## src/rtl/vfp_frame_sequencer.sv

```systemverilog
// Frame/line timing generator around a ready/valid pixel source.
// Output pixels appear one cycle after the source transfer; downstream ready gates src_ready.
module vfp_frame_sequencer #(
  parameter int IMG_WIDTH   = 100,
  parameter int LVAL_OFFSET = 10,
  parameter int IMG_HEIGHT  = 5,
  parameter int NUM_FRAMES  = 1,
  parameter int DATA_WIDTH  = 24,
  parameter int XY_WIDTH    = 12
) (
  input  logic                  clk,
  input  logic                  rst_l,
  input  logic                  start,
  input  logic                  abort,
  input  logic [XY_WIDTH-1:0]   cfg_width,
  input  logic [XY_WIDTH-1:0]   cfg_offset,
  input  logic [XY_WIDTH-1:0]   cfg_lines,
  input  logic [7:0]            cfg_frames,
  input  logic                  src_valid,
  input  logic [DATA_WIDTH-1:0] src_data,
  output logic                  src_ready,
  input  logic                  iReadyToRead,
  output logic                  valid,
  output logic                  lvalid,
  output logic                  fvalid,
  output logic                  sof,
  output logic                  eof,
  output logic [DATA_WIDTH-1:0] rgb,
  output logic [XY_WIDTH-1:0]   x,
  output logic [XY_WIDTH-1:0]   y,
  output logic [7:0]            frame_cnt,
  output logic                  busy,
  output logic                  done
);

  localparam logic [2:0] S_IDLE   = 3'd0;
  localparam logic [2:0] S_HBLANK = 3'd1;
  localparam logic [2:0] S_ACTIVE = 3'd2;
  localparam logic [2:0] S_VBLANK = 3'd3;
  localparam logic [2:0] S_DONE   = 3'd4;

  localparam logic [XY_WIDTH-1:0] DEF_W   = XY_WIDTH'(IMG_WIDTH);
  localparam logic [XY_WIDTH-1:0] DEF_OFF = XY_WIDTH'(LVAL_OFFSET);
  localparam logic [XY_WIDTH-1:0] DEF_L   = XY_WIDTH'(IMG_HEIGHT);
  localparam logic [7:0]          DEF_F   = 8'(NUM_FRAMES);
  localparam logic [XY_WIDTH-1:0] ONE     = XY_WIDTH'(1);

  logic [2:0]            r_state, w_next;
  logic [XY_WIDTH-1:0]   r_width, r_offset, r_lines;
  logic [7:0]            r_frames;
  logic [XY_WIDTH-1:0]   r_cnt, r_px, r_line;
  logic                  r_valid, r_lvalid, r_fvalid, r_sof, r_eof, r_busy, r_done;
  logic [DATA_WIDTH-1:0] r_rgb;
  logic [XY_WIDTH-1:0]   r_x, r_y;
  logic [7:0]            r_frame_cnt;
  logic                  w_xfer, w_eol, w_eof_px, w_start, w_blank_end;

  assign src_ready   = (r_state == S_ACTIVE) && iReadyToRead;
  assign w_xfer      = src_valid && src_ready;
  assign w_eol       = w_xfer && (r_px == r_width - ONE);
  assign w_eof_px    = w_eol && (r_line == r_lines - ONE);
  assign w_start     = (r_state == S_IDLE) && start && !abort;
  assign w_blank_end = (r_cnt == r_offset);

  always_comb begin
    w_next = r_state;
    case (r_state)
      S_IDLE:   if (start) w_next = S_HBLANK;
      S_HBLANK: if (w_blank_end) w_next = S_ACTIVE;
      S_ACTIVE: if (w_eol) w_next = w_eof_px ? S_VBLANK : S_HBLANK;
      S_VBLANK: if (w_blank_end) w_next = (r_frame_cnt == r_frames) ? S_DONE : S_HBLANK;
      S_DONE:   w_next = S_IDLE;
      default:  w_next = S_IDLE;
    endcase
    if (abort) w_next = S_IDLE;
  end

  // Blank counter loads 0 after a line so the trailing pixel cycle is not part of the gap.
  always_ff @(posedge clk or negedge rst_l) begin
    if (!rst_l) begin
      r_state     <= S_IDLE;
      r_width     <= '0;
      r_offset    <= '0;
      r_lines     <= '0;
      r_frames    <= '0;
      r_cnt       <= '0;
      r_px        <= '0;
      r_line      <= '0;
      r_valid     <= 1'b0;
      r_lvalid    <= 1'b0;
      r_fvalid    <= 1'b0;
      r_sof       <= 1'b0;
      r_eof       <= 1'b0;
      r_busy      <= 1'b0;
      r_done      <= 1'b0;
      r_rgb       <= '0;
      r_x         <= '0;
      r_y         <= '0;
      r_frame_cnt <= '0;
    end else begin
      r_state  <= w_next;
      r_busy   <= (w_next != S_IDLE);
      r_done   <= (w_next == S_DONE);
      r_lvalid <= (w_next == S_ACTIVE) || (w_eol && !abort);
      r_fvalid <= (w_next == S_HBLANK) || (w_next == S_ACTIVE) || (w_eof_px && !abort);
      r_valid  <= w_xfer && !abort;
      r_sof    <= w_xfer && !abort && (r_px == '0) && (r_line == '0);
      r_eof    <= w_eof_px && !abort;
      if (!abort) begin
        if (w_start) begin
          r_width     <= (cfg_width  == '0) ? DEF_W   : cfg_width;
          r_offset    <= (cfg_offset == '0) ? DEF_OFF : cfg_offset;
          r_lines     <= (cfg_lines  == '0) ? DEF_L   : cfg_lines;
          r_frames    <= (cfg_frames == '0) ? DEF_F   : cfg_frames;
          r_px        <= '0;
          r_line      <= '0;
          r_frame_cnt <= '0;
          r_y         <= '0;
          r_cnt       <= ONE;
        end
        if ((r_state == S_HBLANK) || (r_state == S_VBLANK)) r_cnt <= r_cnt + ONE;
        if (w_xfer) begin
          r_rgb <= src_data;
          r_x   <= r_px;
          r_y   <= r_line;
          if (w_eol) begin
            r_px  <= '0;
            r_cnt <= '0;
            if (w_eof_px) r_frame_cnt <= r_frame_cnt + 8'd1;
            else          r_line      <= r_line + ONE;
          end else begin
            r_px <= r_px + ONE;
          end
        end
        if ((r_state == S_VBLANK) && (w_next == S_HBLANK)) begin
          r_cnt  <= ONE;
          r_line <= '0;
          r_y    <= '0;
        end
      end
    end
  end

  assign valid     = r_valid;
  assign lvalid    = r_lvalid;
  assign fvalid    = r_fvalid;
  assign sof       = r_sof;
  assign eof       = r_eof;
  assign rgb       = r_rgb;
  assign x         = r_x;
  assign y         = r_y;
  assign frame_cnt = r_frame_cnt;
  assign busy      = r_busy;
  assign done      = r_done;

endmodule
```

## config.mk

```make
export PLATFORM = sky130hd
export DESIGN_NAME = vfp_frame_sequencer
export DESIGN_NICKNAME = d
export VERILOG_FILES = /design/src/rtl/vfp_frame_sequencer.sv
export SDC_FILE = /design/constraint.sdc
export NUM_CORES = 1
export LEC_CHECK = 0
export BUFFER_PORTS_ARGS = -buffer_cell sky130_fd_sc_hd__buf_2
export CAP_MARGIN = 40
export CELL_PAD_IN_SITES_DETAIL_PLACEMENT = 0
export CELL_PAD_IN_SITES_GLOBAL_PLACEMENT = 1
export CORE_UTILIZATION = 42
export CTS_CLUSTER_DIAMETER = 100
export DETAILED_ROUTE_END_ITERATION = 12
export PLACE_DENSITY_LB_ADDON = 0.1
export RECOVER_POWER = 25
export SLEW_MARGIN = 5
export SYNTH_ARGS = -nofsm -noshare
export SYNTH_HDL_FRONTEND = slang
export SYNTH_SLANG_ARGS = --single-unit
```

## constraint.sdc

```tcl
create_clock -name clk -period 3 [get_ports clk]
set_input_delay 0.45 -clock clk [delete_from_list [all_inputs] [get_ports clk]]
set_output_delay 0.45 -clock clk [all_outputs]
set_load 0.01 [all_outputs]
```

**After elaboration in Yosys (flattened, before gate mapping)**

Index checks and enable logic that the tools add are counted.
Widths: inputs -> output; s select.

- Shifts and indexed selects: 0
- Reductions and logical operators: 31
- Bitwise operators: 1
- $lt $le $gt $ge: 0
- Add/sub/neg operators: 6
- Divide/modulo/power cells: 0
- Eq/ne operators: 10
- Muxes and demuxes: 31
- Multiply operators: 0

Operators by type and width:

| kind | count |
|---|---|
| $mux 12 | 18 |
| $logic_not 12->1 | 5 |
| $mux 8 | 5 |
| $add 12x1->12 const B | 3 |
| $eq 12x12->1 | 3 |
| $sub 12x1->12 const B | 2 |
| $mux 3 | 6 |
| $logic_and 1x1->1 | 12 |
| $pmux 3 s4 | 1 |
| $eq 3x2->1 const B | 3 |
| $add 8x1->8 const B | 1 |
| $eq 8x8->1 | 1 |
| $logic_not 8->1 | 1 |
| $reduce_and 2->1 | 4 |
| $eq 3x1->1 const B | 2 |
| $reduce_bool 3->1 | 2 |
| $logic_or 1x1->1 | 4 |
| $eq 3x3->1 const B | 1 |
| $logic_not 3->1 | 1 |
| $mux 2 | 1 |
| $reduce_bool 2->1 | 1 |
| $logic_not 1->1 | 1 |
| $not 1->1 | 1 |

- Bits in latches: 0
- Bits in writable memories: 0
- Memories kept: 0
- Input bits: 74
- Logic and storage cells: 98
- ROM bits: 0
- Bits in registers: 146
- Output and inout bits: 64

**Longest topological paths before layout**

- Word-level depth: 13
- Mapped depth: 12
- Mapped depth without buffers: 10

**Worst setup path before layout**

Ideal clock, no wire load.

- Kind: register -> register
- From: reg r_lines[5]
- To: reg r_frame_cnt[6] (netlist: frame_cnt[6])
- Setup slack: 0.430 ns
- Buffers on the path: 1
- Setup time: 0.118 ns
- Stages on the path, launching flop included: 10
- Arrival: 2.452 ns
- Required time: 2.882 ns
- Period minus slack after synthesis: 2.570 ns
- Cell sequence: dfrtp_1 -> or3_4 -> o31a_1 -> nor4_2 -> o22a_2 -> o211ai_4 -> or3_1 -> buf_6 -> and2_4 -> a21o_1

- Cells in the longest elaborated chain, start to end: 6

Ends and longest elaborated chain:

| element | line | text |
|---|---|---|
| start: declaration | 49 | `logic [XY_WIDTH-1:0] r_width, r_offset, r_lines;` |
| start signal: assignment | 113 | `r_lines <= (cfg_lines == '0) ? DEF_L : cfg_lines;` |
| $sub 12x1->12 | 61 | `assign w_eof_px = w_eol && (r_line == r_lines - ONE);` |
| $eq 12x12->1 | 61 |  |
| $logic_and 1x1->1 | 61 |  |
| $mux 8 | 129 | `if (w_eof_px) r_frame_cnt <= r_frame_cnt + 8'd1;` |
| $mux 8 | 126 | `if (w_eol) begin` |
| $mux 8 | 122 | `if (w_xfer) begin` |
| end signal: assignment | 129 |  |
| end: declaration | 55 | `logic [7:0] r_frame_cnt;` |

No other way between the ends.
A chain may end at the register's enable or synchronous reset.

**Worst setup path after layout**

- From: reg r_lines[5]
- To: reg r_frame_cnt[7] (netlist: frame_cnt[7])

Same word-level chain as after synthesis.

==> flow_metrics.env <==
export IMPL_status="finished, violations left"
export IMPL_antenna_found_initial=0
export IMPL_synthArstFlopShare=1.00
export IMPL_worst_skew_pair_late_latency_ns=0.43
export IMPL_period_needed_ns=2.84
export IMPL_ctsHoldBuffers=0
export IMPL_tightest_slew_ns=1.80
export IMPL_failed_checks="max-capacitance violations, max-slew violations"
export IMPL_setup_tns_ns=0
export IMPL_cp_start_kind="flop"
export IMPL_yosys_warnings=0
export IMPL_io_buffers=137
export IMPL_maxCapViolCount=1
export IMPL_rsz0062_at_grt="no"
export IMPL_fp_row_count=49
export IMPL_synth_edf_count=0
export IMPL_endpoint_kind="flop"
export IMPL_power_leakage_nw=4.61
export IMPL_track_usage=0.229
export IMPL_cts_max_path_buffers=2
export IMPL_worst_setup_path_type="reg -> reg"
export IMPL_cts_tree="built"
export IMPL_yosysSeqAreaShare=0.470
export IMPL_syn_instance_count=908
export IMPL_drtAntennaViolNets=0
export IMPL_syn_nets=990
export IMPL_post_route_drc_count=0
export IMPL_final_max_slew_viol_count=70
export IMPL_via_per_inst=5.36
export IMPL_grt_pass1_wl_um=33500
export IMPL_clk_pin_slew_ns=0.07
export IMPL_drtPass1Iterations=4
export IMPL_hp_class="in -> reg"
export IMPL_critPathArrivalTime_ns=3.21
export IMPL_required_ns=3.37
export IMPL_cts_inserted_buffers=17
export IMPL_stdcell_count=1285
export IMPL_irDropWorstVdd_uv=392
export IMPL_final_cell_mix="nand2_1 (264), dfrtp_1 (146), buf_2 (136)"
export IMPL_initial_core_util=0.431
export IMPL_setup_viol=0
export IMPL_vias=6893
export IMPL_yosys_most_used_dff="dfrtp_1"
export IMPL_netlist_area_mm2=0.00777
export IMPL_dp_cells=1253
export IMPL_die_x_um=138
export IMPL_ys_seq_elements=146
export IMPL_nets=1125
export IMPL_post_cts_setup_buffer_count=0
export IMPL_finClkSkew_ns=0.00781
export IMPL_fin_util=0.519
export IMPL_dp_hpwl_um=14700
export IMPL_overflow=0
export IMPL_fmax_ghz=0.352
export IMPL_areaGrowthSynthToFinish_pct=20.5
export IMPL_cp_max_fo=17
export IMPL_syn_avg_cell_area_um2=8.55
export IMPL_globalplace_congestion=0.843
export IMPL_fin_crit_sh=0.946
export IMPL_core_mm2=0.0180
export IMPL_yosys_area_top_type="dfrtp_1"
export IMPL_drt_wl_total_um=20600
export IMPL_htreeDepth=4
export IMPL_n_antenna_cell=0
export IMPL_grt_max_degree=71
export IMPL_clock_sinks=146
export IMPL_die_h_um=138
export IMPL_cts_resized=0
export IMPL_final_common_cell="nand2_1"
export IMPL_power_density_mw_per_mm2=530
export IMPL_drtIter0Drc=418
export IMPL_ios=138
export IMPL_cts_root_buffer="clkbuf_16"
export IMPL_yosys_area_top_type_share=0.470
export IMPL_drive_above_1_share=0.214
export IMPL_synth_cell_types=67
export IMPL_slew_headroom=-0.201
export IMPL_dieArea_mm2=0.0190
export IMPL_grt_pass1_vias=6596
export IMPL_synth_area_leaders="dfrtp_1 (47%), nand2_1 (13%), xnor2_1 (4.1%)"
export IMPL_wl_per_cell_um=16.0
export IMPL_hold_viol_final=0
-- worst max-delay path: stages (launching register included) --
cell	delay [ns]
dfrtp_1	0.46
or3_4	0.44
o31a_1	0.26
nor4_2	0.32
o22a_2	0.22
o211ai_4	0.17
or3_1	0.47
buf_4	0.20
a21oi_1	0.14
a21o_1	0.10
-- report_power, final --
part           switching [mW]  internal [mW]  total (mW)
Clock                   0.913           1.08        1.99
Sequential              0.153           2.10        2.25
Combinational           0.387          0.326       0.713
Total                    1.45           3.51        4.96
-- layout make-up --
class | count | area [um2]
fillers | 1841 | 8660
multi-input cells | 690 | 3830
flip-flops and latches | 146 | 3650
repair buffers | 170 | 971
clock buffers | 17 | 425
well taps | 229 | 287
clock inverters | 15 | 124
inverters | 18 | 67.6
-- metrics by stage --
stage	worst slack (ns)	area (um2)	hold WS, ns	total power, mW
3_5_place_dp	0.154	8810	0.457	3.01
5_1_grt	0.00779	9360	0.205	5.21
4_1_cts	0.141	9360	0.0576	5.02
6_report	0.162	9360	0.207	4.96
3_3_place_gp	0.152	8800	0.453	3.00
2_1_floorplan	0.430	7770	0.154	2.74
-- synth_stat cells (7+ instances only) --
cell type	count
nand2b_1	10
buf_2	7
a21oi_1	25
or3_1	9
and3_1	14
nand4_1	12
dfrtp_1	146
a31oi_1	8
nor2_1	32
nor3_1	28
a21o_1	11
nor3b_1	10
nand3_1	28
nand2_1	264
o21ai_0	54
a211oi_1	11
xnor2_1	36
xor2_1	15
ha_1	8
nor4_1	30
clkbuf_1	42
inv_1	17
-- logic make-up after synthesis --
logic type                 share of synthesized area
AOI/OAI and AO/OA                              0.127
buffers and inverters                         0.0383
xor gates and xnor gates                      0.0575
and+or+nand+nor                                0.291
muxes                                        0.00258
DFF                                            0.470
adders and majority gates                     0.0129
-- registers in the layout (all words and copies together) (netlist names) --
name       flops
fvalid         1
r_lines       12
r_line        12
y             12
r_cnt         12
rgb           24
r_state        3
busy           1
done           1
eof            1
r_frames       8
r_offset      12
sof            1
lvalid         1
x             12
r_width       12
r_px          12
valid          1
frame_cnt      8
-- path summary, 6_finish.rpt --
path	start	end	slack, ns	depth (start not counted)
max in group asynchronous	rst_l	frame_cnt[6]$_DFFE_PN0N_	1.26	2
setup reg to reg	r_lines[5]$_DFFE_PN0P_	frame_cnt[7]$_DFFE_PN0N_	0.16	9
min in group asynchronous	rst_l	x[3]$_DFFE_PN0P_	0.51	1
setup / recovery	r_lines[5]$_DFFE_PN0P_	frame_cnt[7]$_DFFE_PN0N_	0.16	9
hold / removal	src_data[10]	rgb[10]$_DFFE_PN0P_	0.21	3
hold reg to reg	rgb[16]$_DFFE_PN0P_	rgb[16]$_DFFE_PN0P_	0.47	2
-- per-layer routing --
metal / wire (um) / vias up / GRT usage
met1: 9620 / 3297 / 0.307
li1: - / 3410 / -
met5: 0 / - / 0
met2: 9720 / 145 / 0.371
met3: 785 / 41 / 0.0347
met4: 473 / 0 / 0.0900
Note: power is estimated with default switching activity, not from simulation.
